`config.mk`:
```
export PLATFORM = sky130hd
export DESIGN_NAME = reg_f_ctx
export DESIGN_NICKNAME = d
export VERILOG_FILES = /design/src/rtl/reg_f_pkg.sv /design/src/rtl/reg_f_stack_mem.sv /design/src/rtl/reg_f_ctx.sv
export SDC_FILE = /design/constraint.sdc
export NUM_CORES = 1
export LEC_CHECK = 0
export CAP_MARGIN = 20
export CORE_MARGIN = 1
export CORE_UTILIZATION = 55
export CTS_CLUSTER_DIAMETER = 200
export CTS_CLUSTER_SIZE = 24
export DETAILED_ROUTE_END_ITERATION = 16
export PLACE_DENSITY = 0.77
export SETUP_SLACK_MARGIN = 0.1
export SYNTH_ARGS = -nofsm -noshare
export SYNTH_HDL_FRONTEND = slang
export SYNTH_SLANG_ARGS = --single-unit
```
`constraint.sdc`:
```
create_clock -name clk -period 3.9 [get_ports clk]
set_input_delay 0.78 -clock clk [delete_from_list [all_inputs] [get_ports clk]]
set_output_delay 0.78 -clock clk [all_outputs]
set_load 0.01 [all_outputs]
```
`src/rtl/reg_f_pkg.sv`:
```
`default_nettype none
// ============================================================================
// reg_f_pkg : shared types and frame addressing helpers for reg_f_ctx
// Revision  : 1.0
// ============================================================================
package reg_f_pkg;

  typedef enum logic [1:0] {
    ST_IDLE = 2'd0,
    ST_PUSH = 2'd1,
    ST_POP  = 2'd2
  } reg_f_state_t;

  // Number of writable registers saved in one context frame
  function automatic int frame_n(input int size, input int ro_regs);
    return size - ro_regs;
  endfunction

  // Flat stack entry holding register slot idx of frame number frame
  function automatic int entry_addr(input int frame, input int n, input int idx);
    return frame * n + idx;
  endfunction

endpackage
`default_nettype wire

```
`src/rtl/reg_f_stack_mem.sv`:
```
`default_nettype none
// ============================================================================
// reg_f_stack_mem : context stack storage, one write port, one async read port
// Revision        : 1.0
// ============================================================================
module reg_f_stack_mem
  import reg_f_pkg::*;
#(
  parameter int WIDTH   = 8,
  parameter int ENTRIES = 36,
  parameter int AW      = 6
) (
  input  logic             clk,
  input  logic             i_we,
  input  logic [AW-1:0]    i_waddr,
  input  logic [WIDTH-1:0] i_wdata,
  input  logic [AW-1:0]    i_raddr,
  output logic [WIDTH-1:0] o_rdata
);

  logic [WIDTH-1:0] r_mem [ENTRIES];

  always_ff @(posedge clk) begin
    if (i_we) r_mem[i_waddr] <= i_wdata;
  end

  assign o_rdata = r_mem[i_raddr];

endmodule
`default_nettype wire

```
`src/rtl/reg_f_ctx.sv`:
```
`default_nettype none
// ============================================================================
// reg_f_ctx : register file with constant low registers and a context stack
// Revision  : 1.0
// ============================================================================
module reg_f_ctx
  import reg_f_pkg::*;
#(
  parameter int WIDTH       = 8,
  parameter int SIZE        = 11,
  parameter int RO_REGS     = 2,
  parameter int ACC_ADDR    = 2,
  parameter int STACK_DEPTH = 4,
  parameter int BYPASS      = 1
) (
  input  logic                             clk,
  input  logic                             rst_n,
  input  logic [$clog2(SIZE)-1:0]          rf_addr_r1,
  input  logic [$clog2(SIZE)-1:0]          rf_addr_r2,
  output logic [WIDTH-1:0]                 rf_data_out1,
  output logic [WIDTH-1:0]                 rf_data_out2,
  input  logic [$clog2(SIZE)-1:0]          rf_addr_wr,
  input  logic                             rf_data_we,
  input  logic [WIDTH-1:0]                 rf_data_in,
  input  logic                             rf_stack_push,
  input  logic                             rf_stack_pop,
  output logic                             rf_stack_busy,
  output logic [$clog2(STACK_DEPTH+1)-1:0] rf_stack_pointer,
  output logic                             rf_stack_ovf,
  output logic                             rf_stack_unf,
  output logic                             rf_acc_zero
);

  localparam int c_aw      = $clog2(SIZE);
  localparam int c_n       = frame_n(SIZE, RO_REGS);
  localparam int c_entries = STACK_DEPTH * c_n;
  localparam int c_eaw     = (c_entries > 1) ? $clog2(c_entries) : 1;
  localparam int c_iw      = (c_n > 1) ? $clog2(c_n) : 1;
  localparam int c_pw      = $clog2(STACK_DEPTH + 1);
  localparam int c_acc_idx = ACC_ADDR - RO_REGS;

  localparam logic [c_iw-1:0] c_idx_one = c_iw'(1);
  localparam logic [c_pw-1:0] c_ptr_one = c_pw'(1);

  reg_f_state_t     r_state, w_state_nxt;
  logic [c_iw-1:0]  r_idx, w_idx_nxt;
  logic [c_pw-1:0]  r_ptr, w_ptr_nxt;
  logic             r_ovf, r_unf, w_ovf_nxt, w_unf_nxt;
  logic [WIDTH-1:0] r_regs [c_n];
  logic             w_wr_acc;
  logic             w_mem_we;
  logic             w_last;
  logic [c_iw-1:0]  w_wr_idx;
  logic [c_eaw-1:0] w_entry;
  logic [WIDTH-1:0] w_mem_rdata;

  assign w_wr_acc = rf_data_we && (r_state == ST_IDLE) &&
                    (int'(rf_addr_wr) >= RO_REGS) && (int'(rf_addr_wr) < SIZE);
  assign w_wr_idx = c_iw'(int'(rf_addr_wr) - RO_REGS);
  assign w_last   = (int'(r_idx) == c_n - 1);

  // A push fills the frame above the top; a pop drains the top frame
  assign w_entry = c_eaw'(entry_addr((r_state == ST_POP) ? int'(r_ptr) - 1 : int'(r_ptr),
                                     c_n, int'(r_idx)));

  reg_f_stack_mem #(
    .WIDTH   (WIDTH),
    .ENTRIES (c_entries),
    .AW      (c_eaw)
  ) u_stack_mem (
    .clk     (clk),
    .i_we    (w_mem_we),
    .i_waddr (w_entry),
    .i_wdata (r_regs[r_idx]),
    .i_raddr (w_entry),
    .o_rdata (w_mem_rdata)
  );

  always_ff @(posedge clk or negedge rst_n) begin
    if (!rst_n) begin
      r_state <= ST_IDLE;
      r_idx   <= '0;
      r_ptr   <= '0;
      r_ovf   <= 1'b0;
      r_unf   <= 1'b0;
    end else begin
      r_state <= w_state_nxt;
      r_idx   <= w_idx_nxt;
      r_ptr   <= w_ptr_nxt;
      r_ovf   <= w_ovf_nxt;
      r_unf   <= w_unf_nxt;
    end
  end

  always_comb begin
    w_state_nxt = r_state;
    w_idx_nxt   = r_idx;
    w_ptr_nxt   = r_ptr;
    w_ovf_nxt   = 1'b0;
    w_unf_nxt   = 1'b0;
    w_mem_we    = 1'b0;
    unique case (r_state)
      ST_IDLE: begin
        w_idx_nxt = '0;
        // Push has priority; a simultaneous pop is dropped
        if (rf_stack_push) begin
          if (int'(r_ptr) < STACK_DEPTH) w_state_nxt = ST_PUSH;
          else                           w_ovf_nxt   = 1'b1;
        end else if (rf_stack_pop) begin
          if (r_ptr != '0) w_state_nxt = ST_POP;
          else             w_unf_nxt   = 1'b1;
        end
      end
      ST_PUSH: begin
        w_mem_we = 1'b1;
        if (w_last) begin
          w_idx_nxt   = '0;
          w_ptr_nxt   = r_ptr + c_ptr_one;
          w_state_nxt = ST_IDLE;
        end else begin
          w_idx_nxt = r_idx + c_idx_one;
        end
      end
      ST_POP: begin
        if (w_last) begin
          w_idx_nxt   = '0;
          w_ptr_nxt   = r_ptr - c_ptr_one;
          w_state_nxt = ST_IDLE;
        end else begin
          w_idx_nxt = r_idx + c_idx_one;
        end
      end
      default: w_state_nxt = ST_IDLE;
    endcase
  end

  always_ff @(posedge clk or negedge rst_n) begin
    if (!rst_n) begin
      for (int i = 0; i < c_n; i++) r_regs[i] <= '0;
    end else if (r_state == ST_POP) begin
      r_regs[r_idx] <= w_mem_rdata;
    end else if (w_wr_acc) begin
      r_regs[w_wr_idx] <= rf_data_in;
    end
  end

  function automatic logic [WIDTH-1:0] f_read_port(input logic [c_aw-1:0] a);
    logic [WIDTH-1:0] v;
    v = '0;
    if (int'(a) >= SIZE)                                v = '0;
    else if (int'(a) < RO_REGS)                         v = WIDTH'(a);
    else if ((BYPASS != 0) && w_wr_acc && (a == rf_addr_wr)) v = rf_data_in;
    else                                                v = r_regs[c_iw'(int'(a) - RO_REGS)];
    return v;
  endfunction

  always_comb begin
    rf_data_out1 = f_read_port(rf_addr_r1);
    rf_data_out2 = f_read_port(rf_addr_r2);
  end

  assign rf_acc_zero      = (r_regs[c_acc_idx] == '0);
  assign rf_stack_busy    = (r_state != ST_IDLE);
  assign rf_stack_pointer = r_ptr;
  assign rf_stack_ovf     = r_ovf;
  assign rf_stack_unf     = r_unf;

endmodule
`default_nettype wire

```
Yosys cells after proc, flatten, opt, wreduce, memory -nomap -nowiden
Memory sizes are Yosys's and may differ from the RTL's.
Cells that the tools add are included.
- add/sub/neg operators: 8
- multipliers: 1
- order comparisons: 13
- equal/unequal tests: 11
- muxes and demuxes: 45
- bitwise logic cells: 4
- reduce and logical (&&, ||, !) cells: 17
- operators with widths (operator ; number):
    $bwmux W72 ; 2
    $mux W72 ; 2
    $mux W8 ; 14
    $bmux W8 S4 ; 3
    $demux W8 S4 ; 2
    $mul A32 B5 Y6 const B ; 1
    $mux W32 ; 1
    $sub A4 B2 Y4 const B ; 3
    $ge A4 B5 Y1 const B ; 2
    $ge A5 B5 Y1 const B ; 2
    $lt A5 B1 Y1 const B ; 2
    $mux W1 ; 10
    $mux W2 ; 5
    $not A4 Y5 ; 2
    $eq A4 B4 Y1 ; 2
    $ge A4 B4 Y1 const B ; 2
    $logic_not A8 Y1 ; 1
    $lt A4 B2 Y1 const B ; 2
    $not A4 Y4 ; 2
    $pmux W4 S2 ; 1
    $reduce_bool A2 Y1 ; 4
    $logic_and A1 B1 Y1 ; 7
    $add A6 B5 Y6 ; 1
    $mux W3 ; 2
    22 further kinds ; 24
- register bits after elaboration: 83
- RAM bits: 288
- output and inout port bits: 23
- word-level logic and storage cells: 114
- memories: 1
- memories (name ; words ; width ; read ports ; clocked after memory_dff ; wr ports ; RTL line ; RTL):
    u_stack_mem.r_mem ; 36 ; 8 ; 1 ; 0 ; 1 ; reg_f_stack_mem.sv:21 ; logic [WIDTH-1:0] r_mem [ENTRIES];

Depth between registers and ports, before layout
- word-level depth: 9
- mapped depth: 17
- gate-level depth less buffers: 15

By module
Synthesis repeated with hierarchy kept, for this count alone.
- cell total of the unflattened synthesis: 1300
- area total of the unflattened synthesis: 18600.3 µm²
- modules (own cells, without submodules) (module ; times used ; cells each ; area an instance (µm²)):
    reg_f_stack_mem ; 1 ; 622 ; 11552.3
    reg_f_ctx ; 1 ; 678 ; 7048.0

Worst setup path before layout
No wires, ideal clock.
- path type: flip-flop to flip-flop
- start point: reg r_state[0]
- end point: mem u_stack_mem.r_mem[16][0] (enable)
- arrival time: 3.737 ns
- required time: 3.530 ns
- slack: -0.208 ns
- stages on the path, launching flop included: 15
- period minus slack after synthesis: 4.108 ns
- cells stage by stage: dfrtp_1 inv_1 ha_1 buf_4 nor4b_4 ha_1 ha_1 ha_1 ha_1 a21o_1 a21oi_2 xor2_4 or3_1 buf_2 nor2_1
- word-level cells in the longest chain between the ends: 4
- elaborated cells between the ends (all ways): 8
- those cells by class: add/sub: 1; mul: 1; eq/ne: 2; mux: 4
- RTL lines (what ; RTL line ; RTL):
    start: declaration ; reg_f_ctx.sv:45 ; reg_f_state_t r_state, w_state_nxt;
    start signal: assignment ; reg_f_ctx.sv:87 ; r_state <= w_state_nxt;
    $eq A2 B2 Y1 / $eq A2 B1 Y1 (equally long branches) ; reg_f_ctx.sv:63, reg_f_ctx.sv:102 ;
    $mux W32 / $mux W1 (equally long branches) ; reg_f_ctx.sv:63, reg_f_ctx.sv:102 ;
    $mul A32 B5 Y6 / $mux W1 (equally long branches) ; reg_f_pkg.sv:21, reg_f_stack_mem.sv:24 ;
    $add A6 B5 Y6 / $mux W1 (equally long branches) ; reg_f_pkg.sv:21, reg_f_stack_mem.sv:24 ;
    end: declaration ; reg_f_stack_mem.sv:21 ;
Several ways; a longest one is shown, not always the timed one.

Final worst setup path
- start point: reg r_state[0]
- end point: mem u_stack_mem.r_mem[12][4] (enable)
The elaborated chain is that of the path after synthesis.

==> impl_summary.txt <==
----------------------------------------------------
[Cells and area]
  Final net count ... 1444
  Design Area, Final ... 20840 µm²
  Final core area utilization ... 66.03%
  Final antenna diode count ... 0
  Ratio of cells with drive above 1 in the final layout ... 24.36%
  Relative area change from synthesis to final layout ... 18.17%

[Yosys]
  Largest family of logic cells by synthesized area ... multiplexers
  Post-synthesis share of cell area spent on full adders, half adders and majority gates ... 2.115%
  Warnings, synthesis ... 0
  Syn avg cell area ... 14.20 µm²
  EDFF count, synth ... 288
  Post-synthesis share of cell area spent on xor and xnor gates ... 1.242%
  Cells after synthesis ... 1242
  Synthesized-area fraction occupied by and/or/nand/nor cells ... 5.386%
  Number of synthesized register bits ... 371
  Multiplexer share of the synthesized area ... 16.69%
  Area of the mapped netlist ... 17630 µm²
  Post-synthesis sequential area ratio ... 60.82%
  Most used flip-flop cell after synthesis ... edfxtp_1
  Mapped Nets ... 1295
  Area fraction in compound gates after synthesis ... 11.51%
  Proportion of synthesized flip-flops having asynchronous set or reset ... 22.37%
  Netlist cell types ... 58

[Detailed routing]
  Drt wl/cell ... 26.35 µm
  Remaining antenna violation count ... 0
  Via density per instance ... 6.704
  # DRC ... 0
  Drt pass-1 iters ... 6
  Detailed Route WL ... 47.60 mm
  Detailed Route Iter0 Violations ... 1578
  Total number of vias ... 12110

[Floorplan]
  Die Y ... 181.1 µm
  Placement row count ... 65
  Placeable Area ... 31560 µm²
  Die width ... 181.1 µm
  Starting Density ... 55.88%
  Die footprint ... 32780 µm²
  Top Ports ... 48

[GRT]
  Global-route wire length before repair ... 71.37 mm
  Global route hottest layer ... met2
  GR Layer Usage met2 ... 47.23%
  Met1 track demand over resource in global routing ... 39.61%
  GR met3 Demand/Resource ... 5.301%
  Final global-route overflow total ... 0
  Via count of the first global-routing pass ... 11940
  Antenna violations before repair ... 0
  Pin count of the biggest net entering global routing ... 84
  Global routing usage summed across all routing layers ... 28.96%

[Placed design]
  Half-perimeter wire length of the detailed placement result ... 30.93 mm
  Cell area after placement ... 19780 µm²
  Worst slack after detailed placement ... -0.2459 ns
  Weighted congestion at the end of routability-driven global placement ... 0.9526
  Total of buffers placed on input and output ports ... 47

[Setup path]
  End of the worst register-to-register path ... u_stack_mem.r_mem[12][4]
  R2R cell count ... 17
  Critical-path cell list ... inv_2 -> ha_4 -> nor4b_4 -> ha_1 -> ha_2 -> inv_2 -> fa_1 -> inv_2 -> ha_4 -> buf_6 -> a21oi_4 -> buf_12 -> xnor2_4 -> nand3_1 -> buf_4 -> nor2_1 -> buf_6
  Top delay family on crit path ... adder cells
  Dominant cell type by count on the critical path ... inv_2
  Number of buffers and inverters on the critical path ... 7
  Reg2Reg Launch Point ... r_state[0]
  Slowest stage cell, crit path ... fa_1
  Worst path max stage delay ... 0.43 ns
  Setup crit start kind ... register
  R2r setup slk ... 0.10 ns
  Required @ worst endpoint ... 4.15 ns
  Critical path capture point type ... register
  Maximum fanout encountered on the critical timing path ... 8
  Data arrival time of the worst path ... 4.04 ns
  Crit Path Class ... reg -> reg

[Clock tree]
  Cell at the root of the clock tree ... clkbuf_16
  Worst-case clock buffer depth ... 3
  Number of clock buffers inserted by TritonCTS ... 19
  CTS tree ... yes
  Number of H-tree levels ... 1
  Clock slew at the register clock pins of the worst setup and hold paths ... 0.10 ns
  Worst skew pair latency ... 0.54 ns
  Clock Sinks ... 371
  CTS hold repair buffers ... 0

[Timing]
  Max-Slew Margin vs Limit ... 28.21%
  Unrepaired setup endpoints after global routing ... yes
  Worst Clk Skew ... 0.02239 ns
  Final setup vio count ... 0
  Highest clock rate ... 0.2635 GHz
  Final slew viol count ... 0
  Worst slew pin tran ... 1.077 ns
  Crit share post-route ... 97.32%
  Shortest period the worst path allows ... 3.795 ns
  Worst slack on hold paths ... 0.1490 ns
  Worst Setup Slack, final ... 0.1047 ns
  Final hold vios ... 0

[Job]
  Number of max-capacitance violations reported ... 0

[Power]
  Leak ... 7.482 nW
  Power, Total ... 18.03 mW
  Areal power density over the cells ... 865.4 nW/µm²
  Worst voltage drop across the vdd grid ... 0.6302 mV

[Outcome]
  Outcome ... completed

[Worst hold path]
  Path type of the worst min-delay path ... in -> async

----------------------------------------------------
==> cells by family (layout without fill, tap and decap cells) <==
| group | Yosys count | after routing |
|---|---|---|
| flops | 371 | 371 |
| compound gates | 312 | 312 |
| mux | 210 | 210 |
| simple gates | 204 | 204 |
| buf+inv | 95 | 257 |
| fa+ha+maj | 28 | 28 |
| xor+xnor | 22 | 22 |
==> per-layer routing <==
metal	vias up	wire [µm]
met3	145	4745
met4	0	1880
li1	5179	-
met5	-	0
met2	777	22850
met1	6007	18120
==> placed cells by master (no fill, tap or decap), types with 20 or more instances in the layout <==
cell type | synthesis | layout
mux4_2 | 64 | 64
nand2_1 | 44 | 41
a211oi_1 | 21 | 20
buf_12 | 0 | 21
clkdlybuf4s50_1 | 0 | 28
a21oi_1 | 61 | 57
nand3_1 | 22 | 22
a22oi_1 | 111 | 107
nor2_1 | 91 | 67
dfrtp_1 | 83 | 83
mux2i_1 | 130 | 129
o21ai_1 | 71 | 70
edfxtp_1 | 288 | 288
buf_4 | 2 | 119
==> report_power, final <==
part | internal, mW | switching [mW] | total (mW) | leakage (nW)
Combinational | 4.03 | 5.70 | 9.73 | 3.68
Clock | 0.940 | 1.21 | 2.15 | 0.261
Sequential | 5.65 | 0.495 | 6.15 | 3.54
==> cells in the mapped netlist, drive strengths merged, types with 6 or more instances <==
cell type  number  share of area, %
a211oi         21              0.89
a21oi          62               1.8
a22oi         111               4.7
a311oi          8              0.40
buf            43               1.1
clkbuf         31              0.66
dfrtp          83                12
edfxtp        288                49
ha             25               1.8
inv            21              0.45
mux2            8              0.51
mux2i         138               8.0
mux4           64               8.2
nand2          44              0.94
nand2b          7              0.25
nand3          22              0.62
nor2           91               1.9
nor2b          16              0.57
nor3            6              0.20
o21ai          78               2.2
o22ai           9              0.32
xnor2           7              0.39
xor2           15              0.85
==> repair_timing <==
action	4_1_cts	5_1_grt
gates resized for setup	35	52
cloned	3	1
pin swaps	9	7
endpoints found under the hold margin	0	0
endpoints found under the setup margin	374	365
buffers inserted	2	2
==> how the worst max path moves through the flow <==
| stage | from | endpoint | cells after the start |
|---|---|---|---|
| 6_report | r_state[0] | u_stack_mem.r_mem[12][4] | 17 |
| 3_5_place_dp | r_state[0] | r_regs[40] | 15 |
| 3_3_place_gp | r_state[0] | r_regs[33] | 16 |
| 5_1_grt | r_state[0] | u_stack_mem.r_mem[12][7] | 17 |
| 2_1_floorplan | rf_stack_pointer[0] | u_stack_mem.r_mem[4][0] | 14 |
| 4_1_cts | rf_addr_r2[1] | rf_data_out2[7] | 9 |
==> area by class of cell <==
cell class | count | area (µm²)
fillers | 2159 | 10720
repair buffers | 202 | 2033
well taps | 402 | 503.0
flip-flops and latches | 371 | 10730
clock inverters | 2 | 25.02
clock buffers | 32 | 524.3
inverters | 21 | 78.83
multi-input cells | 776 | 6948
==> registers in the layout, indices dropped and copies added, names as in the netlist <==
name,cells
rf_stack_unf,1
u_stack_mem.r_mem,288
r_regs,72
rf_stack_pointer,3
r_state,2
r_idx,4
rf_stack_ovf,1
==> through the flow <==
step | setup TNS [ns] | instances
detailed placement | -15.13 | 1763
floorplan | -2.892 | 1242
global route | -0.3172 | 1806
global placement | -0.09164 | 1763
finish | 0 | 1806
CTS | 0 | 1802
Power figures use the tool's default switching activity.
